## src/rtl/fifo_bist_pkg.sv

```systemverilog
`default_nettype none
// ============================================================================
// Module      : fifo_bist_pkg
// Description : Shared types, traffic-mode encodings and LFSR step function
//               for the FIFO built-in self-test engine.
// Revision    : 1.0 - initial release
// ============================================================================
package fifo_bist_pkg;

  typedef enum logic [2:0] {
    ST_IDLE   = 3'd0,
    ST_FILL   = 3'd1,
    ST_DRAIN  = 3'd2,
    ST_STREAM = 3'd3,
    ST_FLUSH  = 3'd4,
    ST_DONE   = 3'd5
  } bist_state_t;

  localparam logic [1:0] c_mode_fill_drain = 2'd0;
  localparam logic [1:0] c_mode_stream     = 2'd1;
  localparam logic [1:0] c_mode_throttle   = 2'd2;

  // Right-shifting Galois form of x^32 + x^22 + x^2 + x + 1
  localparam logic [31:0] c_lfsr_poly = 32'h8020_0003;

  function automatic logic [31:0] lfsr_next(input logic [31:0] cur);
    return (cur >> 1) ^ (cur[0] ? c_lfsr_poly : 32'h0000_0000);
  endfunction

endpackage
`default_nettype wire

```

## src/rtl/bist_lfsr.sv

```systemverilog
`default_nettype none
// ============================================================================
// Module      : bist_lfsr
// Description : 32-bit Galois LFSR with seed reload; exposes the low data bits.
// Revision    : 1.0 - initial release
// ============================================================================
module bist_lfsr
  import fifo_bist_pkg::*;
#(
  parameter int          DATA_SIZE = 8,
  parameter logic [31:0] SEED      = 32'h0000_00A5
) (
  input  wire logic                 clk,
  input  wire logic                 rst_n,
  input  wire logic                 load,
  input  wire logic                 advance,
  output logic      [DATA_SIZE-1:0] value
);

  logic [31:0] r_state;

  always_ff @(posedge clk or negedge rst_n) begin
    if (!rst_n) begin
      r_state <= SEED;
    end else if (load) begin
      r_state <= SEED;
    end else if (advance) begin
      r_state <= lfsr_next(r_state);
    end
  end

  assign value = r_state[DATA_SIZE-1:0];

endmodule
`default_nettype wire

```

## config.mk

```make
export PLATFORM = sky130hd
export DESIGN_NAME = bist_lfsr
export DESIGN_NICKNAME = d
export VERILOG_FILES = /design/src/rtl/fifo_bist_pkg.sv /design/src/rtl/bist_lfsr.sv
export SDC_FILE = /design/constraint.sdc
export NUM_CORES = 1
export LEC_CHECK = 0
export BUFFER_PORTS_ARGS = -buffer_cell sky130_fd_sc_hd__buf_2
export CAP_MARGIN = 20
export CORE_MARGIN = 3
export CORE_UTILIZATION = 57
export CTS_CLUSTER_DIAMETER = 30
export CTS_CLUSTER_SIZE = 12
export DETAILED_ROUTE_END_ITERATION = 7
export PLACE_DENSITY_LB_ADDON = 0.25
export RECOVER_POWER = 25
export SYNTH_ARGS = -nofsm -noshare
export SYNTH_HDL_FRONTEND = slang
export SYNTH_SLANG_ARGS = --single-unit
```

## constraint.sdc

```tcl
create_clock -name clk -period 1.35 [get_ports clk]
set_clock_uncertainty 0.05 [all_clocks]
set_input_delay 0.27 -clock clk [delete_from_list [all_inputs] [get_ports clk]]
set_output_delay 0.27 -clock clk [all_outputs]
set_load 0.01 [all_outputs]
```

Word level (Yosys, flattened, before mapping)

Index checks and enable logic that the tools add are counted.

Bits in registers: 32
Input bits: 4
Output and inout bits: 8
Logic and storage cells: 6

Muxes and demuxes: 3
Bitwise gates (word level): 1
Reduce and logical (&&, ||, !) cells: 1

Operators with widths:

| operator           | number |
|---|---|
| $mux W32           | 3 |
| $xor A31 B32 Y32   | 1 |
| $reduce_bool A2 Y1 | 1 |

Depth between registers and ports, before layout

Gate-level depths: netlist of run 1.

Depth in word-level cells: 4
Depth in mapped cells: 4

Worst setup path after synthesis of run 1

No wires, ideal clock.

Path type: register to output
Start point: register r_state[0]
End point: output port value[0]
Arrival time: 0.677 ns
Path slack: 0.353 ns
Stages on the path, launching flop included: 2
Cells stage by stage: dfstp_2 > buf_4

RTL lines:

| element                  | RTL line        | source |
|---|---|---|
| start: declaration       | bist_lfsr.sv:20 | `logic [31:0] r_state;` |
| start signal: assignment | bist_lfsr.sv:28 | `r_state <= lfsr_next(r_state);` |
| end: declaration         | bist_lfsr.sv:17 | `output logic [DATA_SIZE-1:0] value` |

No word-level cell between the ends.

Worst setup path after layout of run 1

Start point: register r_state[0]
End point: output port value[0]

No word-level cell between the ends.

==> metrics.cfg, run 1 <==
[status]
outcome=finished, final reports clean

[layout]
fill_cells=177
reg_top3=r_state (32)
layout_common_cells=28 x dfrtp_1, 26 x mux2i_1, 26 x nor2_1
n_antenna_cell=0
multi_input_area_um2=478.0
final_util_pct=66.99
largest_reg_flops=32
nNetsFinal=127
syn_to_final_growth_pct=7.800
final_cell_area_um2=1539
largest_register=r_state
final_common_cell=dfrtp_1
drive_above_1_share_pct=25.81
ff_latch_area_um2=805.8

[power]
leakage_uw=0.0007996
p_seq_share_pct=57.3
ir_drop_mv=0.8199
internal_power_uw=1328
pwr-share-comb_pct=10.6
power.density_nw_per_um2=1148
swShare_pct=24.87
switchingPower_uw=439.6
p_clk_share_pct=32.1

[worst_hold_path]
hold_class=input pin to flop
holdPathStages=2

[placement]
port_buffers=11
dp_hpwl_um=1401
place_congestion=0.6771
dpl_cell_area_um2=1441

[route]
via_per_inst=5.362
drt_iter0_markers=21
wire_per_inst_um=14.13
drtPass1Iterations=4
drc=0
vias=815
antenna_left=0
wl_um=2148

[setup_path]
critPathKind=flop to output pin
crit_path_start_kind=flop
max_stage_delay_ns=0.54
crit_chain=buf_2
crit_arrival_ns=1.00
crit_cells=1
worst-path-buf-inv=1
cp-startpoint=r_state[0]$_DFFE_PN1P_
end_kind=output pin
crit_family=flip-flops
r2r_cells=3
cp_max_fo=2
crit_end=value[0]
r2r_start=r_state[0]$_DFFE_PN1P_
worstPathRequired_ns=1.03
r2r_end=r_state[21]$_DFFE_PN0P_
r2r_slack_ns=0.25
slowest_stage=dfstp_2

[floorplan]
initial_core_util_pct=62.15
die_y_um=56.05
die_area_um2=3141
num_rows=17
die_w_um=56.05
core-area_um2=2297
pin_count=12

[clocking]
clk_root_buffer_cell=clkbuf_4
clk_latency_ns=0.33
h-tree-depth=2
cts_tree=built
numCtsBuffers=5
clk_pin_slew_ns=0.11
cts_buffer_depth=2
clock-sinks=32

[logic_synthesis]
syn-cell-area_um2=1428
synth.avg_cell_area_um2=12.52
syn_inst=114
syn-num-nets=118
ys_ff_latch=32
synth.yosys.seq_area_share_pct=56.44
ys.warnings.count=0
synth_cell_types=18

[timing]
max_clock_freq_mhz=760.3
rsz0062_at_grt=true
period_minus_slack_ns=1.315
setup_viol=0
min_period_over_period_pct=97.42
slew_violations=0
holdWs_ns=0.2642
tightest_slew_ns=0.3562
hold_violations=0
relSlewSlack_pct=76.25
finalSetupTns_ns=0

[global_routing]
antenna_found_initial=0
grt_max_degree=22
grt_first_pass_wirelength_um=3939
track_usage_pct=16.34
grt_overflow=0
grt_pass1_vias=848

[run]
cap_violations=0

[worst min path at each step]
| stage | endpoint | slack [ns] | from |
|---|---|---|---|
| floorplan | r_state[10]$_DFFE_PN0P_ | -0.08 | rst_n |
| global placement | r_state[4]$_DFFE_PN0P_ | 0.13 | rst_n |
| detailed placement | r_state[6]$_DFFE_PN0P_ | 0.14 | rst_n |
| CTS | r_state[15]$_DFFE_PN0P_ | 0.25 | load |
| global route | r_state[14]$_DFFE_PN0P_ | 0.27 | load |
| finish | r_state[9]$_DFFE_PN0P_ | 0.26 | load |
[metrics by stage]
stage / cells / power, uW / worst slack (ns)
5_1_grt: 152 / 1852 / -0.01352
2_1_floorplan: 114 / 1171 / 0.3527
3_3_place_gp: 142 / 1197 / 0.2520
4_1_cts: 152 / 1776 / 0.004002
3_5_place_dp: 142 / 1207 / 0.1950
6_report: 152 / 1767 / 0.03478
[cells in the mapped netlist]
cell | count | area (um2)
a211o_1 | 3 | 26.28
a211oi_2 | 2 | 25.02
a21oi_1 | 1 | 5.000
and2b_1 | 1 | 7.510
and3_1 | 1 | 6.260
buf_12 | 3 | 60.06
buf_2 | 1 | 5.000
buf_4 | 8 | 60.06
buf_6 | 1 | 11.26
clkbuf_1 | 2 | 7.510
dfrtp_1 | 28 | 700.7
dfstp_2 | 4 | 105.1
mux2i_1 | 26 | 260.3
nor2_1 | 26 | 97.59
nor2_2 | 2 | 12.51
nor2b_1 | 2 | 12.51
o21bai_1 | 1 | 7.510
xnor2_1 | 2 | 17.52
[worst reg2reg max path: stages (launching register included)]
cell      delay (ns)
dfstp_2         0.54
buf_4           0.13
xnor2_1         0.07
a211oi_2        0.22
[power by group through the flow]
| stage | Sequential [uW] | Clock [uW] | Combinational (uW) |
|---|---|---|---|
| after detailed placement | 1030 | 0 | 175 |
| final | 1010 | 568 | 187 |
| after global placement | 1030 | 0 | 167 |
| after global routing | 1020 | 630 | 205 |
| after floorplan | 1030 | 0 | 145 |
| after CTS | 1010 | 583 | 183 |
[per-layer routing]
metal / vias to the layer above / track usage, % / wire (um)
met4: 0 / 10.17 / 45
met1: 393 / 20.97 / 1032
met5: - / 0 / 0
met2: 22 / 23.71 / 963
met3: 6 / 5.336 / 106
li1: 394 / - / -
[area by class of cell]
cell class | instances | share of cell area [%]
Tap cell | 28 | 2.276
Clock buffer | 6 | 3.333
Clock inverter | 2 | 0.6504
Sequential cell | 32 | 52.36
Multi-Input combinational cell | 67 | 31.06
Timing Repair Buffer | 17 | 10.33
[repair_timing]
action,in CTS,in global routing
setup endpoints to repair,1,3
hold buffers,1,0
pin swaps,0,0
setup buffers,1,0
resized for setup,0,3
hold endpoints to repair,11,0
[cell families after synthesis]
logic type                count (synthesis)  share of synthesized area [%]
AOI/OAI and AO/OA                         7                          4.470
xor gates and xnor gates                  2                          1.227
buffers and inverters                    15                          10.08
DFF                                      32                          56.44
muxes                                    26                          18.23
and+or+nand+nor                          32                          9.553
Power figures use the tool's default switching activity.
==> run 2, diff against run 1 <==
==> constraint.sdc (replaced) <==
create_clock -name clk -period 1.3 [get_ports clk]
set_clock_uncertainty 0.05 [all_clocks]
set_input_delay 0.26 -clock clk [delete_from_list [all_inputs] [get_ports clk]]
set_output_delay 0.26 -clock clk [all_outputs]
set_load 0.01 [all_outputs]
==> run 2 against run 1 <==
Effect of this change:
- cell area increased by 0.81%
- setup slack got worse by 0.032 ns
- hold slack got worse by 0.012 ns
- clock power increased by 1%
- total power increased by 3.3%
- die area unchanged
- count of clock-buffer cells in the layout unchanged
- sequential power increased by 4%
- critical endpoint is now value[7]
- via count decreased by 2.9%
- largest power group unchanged
- register-to-register slack got worse by 0.06 ns
- first-iteration DRC count decreased by 48%
- global-route usage decreased by 0.86 points
==> metrics.cfg, run 2 (synthesized netlist as in run 1, its figures left out) <==
[run]
cap_violations=0

[layout]
drive_above_1_share_pct=25.60
nNetsFinal=128
reg_top3=r_state (32)
largest_register=r_state
final_common_cell=dfrtp_1
syn_to_final_growth_pct=8.677
n_antenna_cell=0
largest_reg_flops=32
layout_common_cells=28 x dfrtp_1, 26 x mux2i_1, 26 x nor2_1

[floorplan]
die_area_um2=3141
core-area_um2=2297
initial_core_util_pct=62.15
die_y_um=56.05
num_rows=17
pin_count=12
die_w_um=56.05

[setup_path]
crit_chain=buf_6
max_stage_delay_ns=0.56
crit_arrival_ns=0.99
crit_path_start_kind=flop
end_kind=output pin
critPathKind=flop to output pin
worstPathRequired_ns=0.99
worst-path-buf-inv=1
crit_family=flip-flops
cp_max_fo=3
slowest_stage=dfstp_2

[timing]
tightest_slew_ns=0.7625
rsz0062_at_grt=true
hold_violations=0
setup_viol=0
period_minus_slack_ns=1.297
finalSetupTns_ns=0
relSlewSlack_pct=49.17
slew_violations=0
layout_setup_ws_ns=0.002923
min_period_over_period_pct=99.78
max_clock_freq_mhz=771.0
holdWs_ns=0.2517

[route]
drt_iter0_markers=11
vias=791
wire_per_inst_um=13.69
wl_um=2095
drc=0
drtPass1Iterations=4
via_per_inst=5.170
antenna_left=0

[power]
power.density_nw_per_um2=1176
pwr-share-comb_pct=10.9
p_seq_share_pct=57.6
leakage_uw=0.0008048
ir_drop_mv=0.8935
p_clk_share_pct=31.5
internal_power_uw=1383
switchingPower_uw=442.0
swShare_pct=24.22

[clocking]
clock-sinks=32
numCtsBuffers=5
h-tree-depth=2
clk_root_buffer_cell=clkbuf_4
clk_latency_ns=0.33
clk_pin_slew_ns=0.09
cts_buffer_depth=2
cts_tree=built

[placement]
port_buffers=11
pre_cts_slack_ns=0.2344
dp_hpwl_um=1354
place_congestion=0.6641

[worst_hold_path]
hold_class=input pin to flop

[global_routing]
antenna_found_initial=0
track_usage_pct=15.48
grt_overflow=0
grt_first_pass_wirelength_um=3670
grt_max_degree=33
grt_pass1_vias=806

[status]
outcome=finished, final reports clean

## run 2: power by group through the flow
| stage | Clock [uW] | Sequential, uW | Combinational, uW |
|---|---|---|---|
| after detailed placement | 0 | 1070 | 180 |
| after CTS | 600 | 1050 | 202 |
| after global placement | 0 | 1070 | 174 |
| after floorplan | 0 | 1070 | 151 |
| final | 575 | 1050 | 199 |
| after global routing | 658 | 1060 | 217 |
## run 2: path summary, 6_finish.rpt
check | startpoint | end | slack, ns | cells past startpoint
min in group asynchronous | rst_n | r_state[6]$_DFFE_PN0P_ | 0.46 | 2
max reg2reg | r_state[0]$_DFFE_PN1P_ | r_state[1]$_DFFE_PN0P_ | 0.19 | 3
min | load | r_state[21]$_DFFE_PN0P_ | 0.25 | 3
max in group asynchronous | rst_n | r_state[2]$_DFFE_PN1P_ | 0.10 | 3
max | r_state[7]$_DFFE_PN1P_ | value[7] | 0.003 | 1
min reg2reg | r_state[8]$_DFFE_PN0P_ | r_state[7]$_DFFE_PN1P_ | 0.44 | 1
## run 2: worst reg2reg max path, cell delays in order, from the launching register on
cell and delay (ns):
dfstp_2 0.55, buf_4 0.13, xnor2_1 0.08, a211oi_2 0.22
## run 2: routing by layer
layer	GRT usage [%]	wire length (um)	up-vias
met5	0	0	-
met4	6.780	36	0
met3	6.961	89	5
met2	24.21	1029	15
met1	18.33	940	378
li1	-	-	393
## run 2: through the flow
stage / area, um2 / utilization (%) / power (uW) / instances
floorplan: 1428 / - / 1216 / 114
global placement: 1441 / 62.75 / 1243 / 142
detailed placement: 1441 / 62.75 / 1252 / 142
CTS: 1553 / 67.59 / 1854 / 153
global route: 1551 / 67.54 / 1931 / 153
finish: 1551 / 67.54 / 1825 / 153
## run 2: cell type report
type	count	area [um2]
fill	170	745.7
multi-input combinational	67	478.0
sequential	32	805.8
tap	28	35.03
clock inverter	2	10.01
clock buffer	6	51.30
timing repair buffer	18	171.4
## run 2: what timing repair did
item | in CTS | in global routing
resized for setup | 4 | 0
endpoints found under the setup margin | 4 | 4
gates cloned | 0 | 0
setup buffers | 2 | 0
hold buffers | 1 | 0
hold endpoints to repair | 10 | 0
